## src/rtl/mvm_pkg.sv

```systemverilog
// Shared state encoding and size helpers for the MVM stream controller.
package mvm_pkg;

  typedef enum logic [1:0] {
    StFill   = 2'd0,
    StLaunch = 2'd1,
    StWait   = 2'd2,
    StDrain  = 2'd3
  } mvm_state_e;

  function automatic int unsigned mat_beats(input int unsigned n);
    return n * n;
  endfunction

  function automatic int unsigned n_in(input int unsigned n);
    return n * n + n;
  endfunction

endpackage

```

## src/rtl/mvm_result_serializer.sv

```systemverilog
// Holds the captured result vector and streams it out one element per handshake.
module mvm_result_serializer #(
  parameter int unsigned N     = 3,
  parameter int unsigned WIDTH = 8
) (
  input  logic                 clk,
  input  logic                 rst_n,
  input  logic                 clr_i,
  input  logic                 capture_i,
  input  logic [N*WIDTH-1:0]   vec_c_i,
  input  logic                 active_i,
  input  logic                 m_ready_i,
  output logic                 m_valid_o,
  output logic [WIDTH-1:0]     m_data_o,
  output logic                 m_last_o,
  output logic                 done_o
);

  localparam int unsigned OutW = (N > 1) ? $clog2(N) : 1;

  logic [N*WIDTH-1:0] res_q, res_d;
  logic [OutW-1:0]    out_idx_q, out_idx_d;
  logic               fire;
  logic               at_last;

  assign at_last   = (out_idx_q == OutW'(N - 1));
  assign fire      = active_i && m_ready_i && !clr_i;
  assign m_valid_o = active_i;
  assign m_last_o  = active_i && at_last;
  assign done_o    = fire && at_last;

  always_comb begin
    m_data_o = '0;
    for (int unsigned k = 0; k < N; k++) begin
      if (out_idx_q == OutW'(k)) m_data_o = res_q[k*WIDTH +: WIDTH];
    end
  end

  always_comb begin
    res_d     = res_q;
    out_idx_d = out_idx_q;
    if (capture_i) res_d = vec_c_i;
    if (clr_i) begin
      out_idx_d = '0;
    end else if (fire) begin
      out_idx_d = at_last ? '0 : out_idx_q + OutW'(1);
    end
  end

  always_ff @(posedge clk or negedge rst_n) begin
    if (!rst_n) begin
      res_q     <= '0;
      out_idx_q <= '0;
    end else begin
      res_q     <= res_d;
      out_idx_q <= out_idx_d;
    end
  end

endmodule

```

## src/rtl/mvm_stream_controller.sv

```systemverilog
// Streams operands into the NxN MVM accelerator, launches it, and streams the result back.
module mvm_stream_controller
  import mvm_pkg::*;
#(
  parameter int unsigned N       = 3,
  parameter int unsigned WIDTH   = 8,
  parameter int unsigned TIMEOUT = 64
) (
  input  logic                   clk,
  input  logic                   rst_n,
  input  logic                   clr_i,
  input  logic                   s_valid_i,
  output logic                   s_ready_o,
  input  logic [WIDTH-1:0]       s_data_i,
  output logic                   m_valid_o,
  input  logic                   m_ready_i,
  output logic [WIDTH-1:0]       m_data_o,
  output logic                   m_last_o,
  output logic                   mvm_ena_o,
  output logic [N*N*WIDTH-1:0]   mvm_matrix_a_o,
  output logic [N*WIDTH-1:0]     mvm_vector_b_o,
  input  logic [N*WIDTH-1:0]     mvm_vector_c_i,
  input  logic                   mvm_done_i,
  output logic                   busy_o,
  output logic                   err_o
);

  localparam int unsigned NIn      = n_in(N);
  localparam int unsigned MatBeats = mat_beats(N);
  localparam int unsigned InW      = $clog2(NIn);
  localparam int unsigned TmoW     = $clog2(TIMEOUT + 1);

  mvm_state_e           state_q, state_d;
  logic [InW-1:0]       in_idx_q, in_idx_d;
  logic [TmoW-1:0]      tmo_q, tmo_d;
  logic                 err_q, err_d;
  logic                 ena_q, ena_d;
  logic [N*N*WIDTH-1:0] mat_q, mat_d;
  logic [N*WIDTH-1:0]   vec_q, vec_d;
  logic                 s_fire;
  logic                 capture;
  logic                 drain_done;

  assign s_ready_o      = (state_q == StFill);
  assign s_fire         = s_valid_i && s_ready_o && !clr_i;
  assign mvm_ena_o      = ena_q;
  assign err_o          = err_q;
  assign mvm_matrix_a_o = mat_q;
  assign mvm_vector_b_o = vec_q;
  assign busy_o         = !((state_q == StFill) && (in_idx_q == '0));

  // Operand slots only change in FILL, so they stay frozen while the accelerator runs.
  always_comb begin
    mat_d = mat_q;
    vec_d = vec_q;
    if (s_fire) begin
      for (int unsigned j = 0; j < MatBeats; j++) begin
        if (in_idx_q == InW'(j)) mat_d[j*WIDTH +: WIDTH] = s_data_i;
      end
      for (int unsigned k = 0; k < N; k++) begin
        if (in_idx_q == InW'(MatBeats + k)) vec_d[k*WIDTH +: WIDTH] = s_data_i;
      end
    end
  end

  always_comb begin
    state_d  = state_q;
    in_idx_d = in_idx_q;
    tmo_d    = tmo_q;
    err_d    = err_q;
    ena_d    = 1'b0;
    capture  = 1'b0;
    if (clr_i) begin
      state_d  = StFill;
      in_idx_d = '0;
      tmo_d    = '0;
      err_d    = 1'b0;
    end else begin
      unique case (state_q)
        StFill: begin
          if (s_fire) begin
            if (in_idx_q == InW'(NIn - 1)) begin
              in_idx_d = '0;
              state_d  = StLaunch;
              ena_d    = 1'b1;
            end else begin
              in_idx_d = in_idx_q + InW'(1);
            end
          end
        end
        StLaunch: state_d = StWait;
        StWait: begin
          if (mvm_done_i) begin
            capture = 1'b1;
            tmo_d   = '0;
            state_d = StDrain;
          end else if (tmo_q == TmoW'(TIMEOUT - 1)) begin
            err_d   = 1'b1;
            tmo_d   = '0;
            state_d = StFill;
          end else begin
            tmo_d = tmo_q + TmoW'(1);
          end
        end
        StDrain: begin
          if (drain_done) state_d = StFill;
        end
        default: state_d = StFill;
      endcase
    end
  end

  always_ff @(posedge clk or negedge rst_n) begin
    if (!rst_n) begin
      state_q  <= StFill;
      in_idx_q <= '0;
      tmo_q    <= '0;
      err_q    <= 1'b0;
      ena_q    <= 1'b0;
      mat_q    <= '0;
      vec_q    <= '0;
    end else begin
      state_q  <= state_d;
      in_idx_q <= in_idx_d;
      tmo_q    <= tmo_d;
      err_q    <= err_d;
      ena_q    <= ena_d;
      mat_q    <= mat_d;
      vec_q    <= vec_d;
    end
  end

  mvm_result_serializer #(
    .N     (N),
    .WIDTH (WIDTH)
  ) u_serializer (
    .clk       (clk),
    .rst_n     (rst_n),
    .clr_i     (clr_i),
    .capture_i (capture),
    .vec_c_i   (mvm_vector_c_i),
    .active_i  (state_q == StDrain),
    .m_ready_i (m_ready_i),
    .m_valid_o (m_valid_o),
    .m_data_o  (m_data_o),
    .m_last_o  (m_last_o),
    .done_o    (drain_done)
  );

endmodule
```

## config.mk

```make
export PLATFORM = sky130hd
export DESIGN_NAME = mvm_stream_controller
export DESIGN_NICKNAME = d
export VERILOG_FILES = /design/src/rtl/mvm_pkg.sv /design/src/rtl/mvm_result_serializer.sv /design/src/rtl/mvm_stream_controller.sv
export SDC_FILE = /design/constraint.sdc
export NUM_CORES = 1
export LEC_CHECK = 0
export BUFFER_PORTS_ARGS = -buffer_cell sky130_fd_sc_hd__buf_2
export CAP_MARGIN = 20
export CORE_MARGIN = 4
export CORE_UTILIZATION = 57
export DETAILED_ROUTE_END_ITERATION = 16
export PLACE_DENSITY = 0.86
export REMOVE_ABC_BUFFERS = 1
export SLEW_MARGIN = 20
export SYNTH_ARGS = -nofsm -noshare
export SYNTH_HDL_FRONTEND = slang
export SYNTH_SLANG_ARGS = --single-unit
```

## constraint.sdc

```tcl
create_clock -name clk -period 3.85 [get_ports clk]
set_clock_uncertainty 0.1 [all_clocks]
set_input_delay 0.1925 -clock clk [delete_from_list [all_inputs] [get_ports clk]]
set_output_delay 0.1925 -clock clk [all_outputs]
set_load 0.005 [all_outputs]
```

==> impl_metrics.env <==
export IMPL_wirelength_mm=13.7
export IMPL_power_density_nw_per_um2=483
export IMPL_p_int_uw=2700
export IMPL_via_per_inst=5.52
export IMPL_pin_count=148
export IMPL_insertion_delay_ns=0.51
export IMPL_yosysWarnings=0
export IMPL_worstSetupEndpointType="output pin"
export IMPL_clockPowerShare_pct=43.3
export IMPL_stdcell_area_um2=7370
export IMPL_grt_overflow=0
export IMPL_slew_headroom_pct=43.1
export IMPL_max_cap_violations=0
export IMPL_clock_root_buffer="clkbuf_8"
export IMPL_numPortBuffers=147
export IMPL_grt_use_total_pct=24.4
export IMPL_syn_cell_area_um2=5650
export IMPL_grt_max_degree=51
export IMPL_p_total_uw=3560
export IMPL_cts_tree="done"
export IMPL_switching_share_pct=24.1
export IMPL_drc_errors=0
export IMPL_rsz0062_at_grt="false"
export IMPL_final_common_cell="buf_2"
export IMPL_final_nets=620
export IMPL_synth_seq_cells=137
export IMPL_ant_nets=0
export IMPL_fin_crit_ns=2.58
export IMPL_clkTransAtPathRegs_ns=0.06
export IMPL_num_vias=3996
export IMPL_cts_buffers=17
export IMPL_dp_hpwl_mm=8.94
export IMPL_p_leak_uw=0.00392
export IMPL_fillerInstances=617
export IMPL_combPwrFrac_pct=10.8
export IMPL_p_seq_share_pct=45.8
export IMPL_synthTopCellsByArea="dfrtp_1 (61%), mux2_2 (24%), mux2i_1 (1.4%)"
export IMPL_gp_congestion=0.744
export IMPL_clock_sinks=137
export IMPL_cts_path_max_buffers=2
export IMPL_vdd_drop_max_v=0.000363
export IMPL_setup_viol=0
export IMPL_postCtsHoldBufs=29
export IMPL_cts_setup_buffers=0
export IMPL_area_growth_pct=30.6
export IMPL_path_max_fanout=12
export IMPL_fin_crit_sh_pct=67.1
export IMPL_die_width_um=108
export IMPL_drt_iter0_drc=206
export IMPL_switchingPower_uw=857
export IMPL_die_height_um=108
export IMPL_ctsResizeCount=0
export IMPL_reg2reg_depth=4
export IMPL_outcome="finished, final reports clean"
export IMPL_antenna_found_initial=1
export IMPL_synth_area_per_cell_um2=14.2
export IMPL_ys_seq_area_share_pct=60.7
export IMPL_rows=36
export IMPL_tightest_slew_ns=0.852
export IMPL_core_area_um2=9730
export IMPL_drive_gt1_share_pct=53.6
export IMPL_synth_cell_type_count=41
export IMPL_worstPathRequired_ns=3.56
export IMPL_avgRoutedWirePerCell_um=18.9
export IMPL_firstDrtPassIters=4
export IMPL_yosysTopAreaCell="dfrtp_1"
export IMPL_cp_start_kind="flop"
export IMPL_setup_tns_ns=0
export IMPL_min_path_cells=2
export IMPL_grt_pass1_wl_mm=21.7
export IMPL_fmax_mhz=387
export IMPL_synth_top_cell_area_share_pct=60.7
export IMPL_maxSlewViolCount=0
export IMPL_place_area_um2=6500
export IMPL_start_util_pct=58.0
export IMPL_hold_path_class="in -> reg"
export IMPL_hold_viol_final=0
export IMPL_cp_arrival_ns=2.29
export IMPL_dieArea_um2=11600
export IMPL_htree_num_levels=4
export IMPL_grt_pass1_vias=4225
export IMPL_final_cell_mix="buf_2 (146), dfrtp_1 (137), mux2_2 (118)"
export IMPL_synthCells=397
export IMPL_crit_type="reg -> out"
final cells by class:
type                            count  area (µm²)  share of cell area (%)
Sequential cell                   137        3430                    46.5
Clock inverter                     13         144                    1.95
Clock buffer                       19         422                    5.72
Multi-Input combinational cell    236        2130                    28.8
Inverter                            6        22.5                   0.305
Tap cell                          133         166                    2.26
Antenna cell                        1        2.50                  0.0339
Timing Repair Buffer              179        1060                    14.4
power groups by stage:
| stage | clock network [µW] | logic, µW | registers [µW] |
|---|---|---|---|
| global placement | 0 | 348 | 1640 |
| CTS | 1560 | 390 | 1630 |
| global route | 1630 | 421 | 1640 |
| finish | 1540 | 385 | 1630 |
| floorplan | 0 | 141 | 1660 |
| detailed placement | 0 | 364 | 1650 |
worst max-delay path, stage by stage (launching register included):
cell	delay, ns
dfrtp_1	0.60
nor2b_1	0.76
nand2_1	0.10
o21ai_0	0.14
buf_2	0.19
cells in the mapped netlist:
cell	count
a31oi_1	1
a21boi_0	1
or3b_2	1
mux2i_1	8
mux2_2	118
ha_1	5
or3_1	1
o21a_1	1
mux2_1	2
or4b_2	1
nor3b_2	1
nand4_1	2
a211o_1	1
and4_1	1
o21ai_0	16
nand2_2	7
nor2_1	12
nand2_1	14
a211oi_1	2
nand3b_2	1
nor2b_1	4
nor3b_4	1
dfrtp_1	137
nor3_1	4
o2111ai_1	1
inv_1	6
nor3_4	1
nor3b_1	1
nand2b_1	1
nand3b_1	2
clkbuf_1	14
or4b_4	1
xor2_1	2
buf_2	3
a311oi_1	1
clkbuf_4	1
nand2_4	4
and2_1	1
and3_1	1
nand3_1	5
a21oi_1	10
registers in the layout, indices dropped and copies added, names as in the netlist:
register,cells
mvm_vector_b_o,24
tmo_q,7
err_o,1
state_q,2
mvm_ena_o,1
u_serializer.out_idx_q,2
mvm_matrix_a_o,72
in_idx_q,4
u_serializer.res_q,24
worst paths after layout:
| path | start | to | slack [ns] |
|---|---|---|---|
| min | s_data_i[1] | mvm_matrix_a_o[49]$_DFFE_PN0P_ | 0.03 |
| min reg2reg | tmo_q[6]$_DFFE_PN0P_ | tmo_q[6]$_DFFE_PN0P_ | 0.39 |
| max reg2reg | state_q[1]$_DFFE_PN0P_ | mvm_vector_b_o[16]$_DFFE_PN0P_ | 1.40 |
| max in group asynchronous | rst_n | tmo_q[4]$_DFFE_PN0P_ | 2.63 |
| max | u_serializer.out_idx_q[0]$_DFFE_PN0P_ | m_data_o[0] | 1.27 |
| min in group asynchronous | rst_n | mvm_matrix_a_o[11]$_DFFE_PN0P_ | 0.08 |
layer usage:
layer,vias to the layer above,track usage (%),share of wire [%]
met5,-,0,0
met3,33,6.30,5.5
met1,2040,30.7,39
li1,1771,-,-
met4,0,9.83,3.3
met2,152,40.5,52
cells by family (layout without fill, tap and decap cells):
logic type / after synthesis / count (layout) / share of synthesized area, %
AO/OA/AOI/OAI: 34 / 34 / 3.41
XOR/XNOR: 2 / 2 / 0.310
adder cells (fa/ha/maj): 5 / 5 / 1.11
buffers and inverters: 24 / 217 / 1.73
flip-flops: 137 / 137 / 60.7
multiplexers: 128 / 128 / 25.3
other: 0 / 1 / 0
AND/OR/NAND/NOR: 67 / 67 / 7.38
stage by stage:
step	util, %	std cells	hold slack [ns]	setup WS (ns)
2_1_floorplan	-	379	-0.203	1.50
3_3_place_gp	66.8	661	0.0457	1.40
3_5_place_dp	66.8	661	0.0606	1.36
4_1_cts	75.6	722	0.0196	1.35
5_1_grt	75.8	724	0.0277	1.12
6_report	75.8	724	0.0337	1.27
Power figures use the tool's default switching activity.
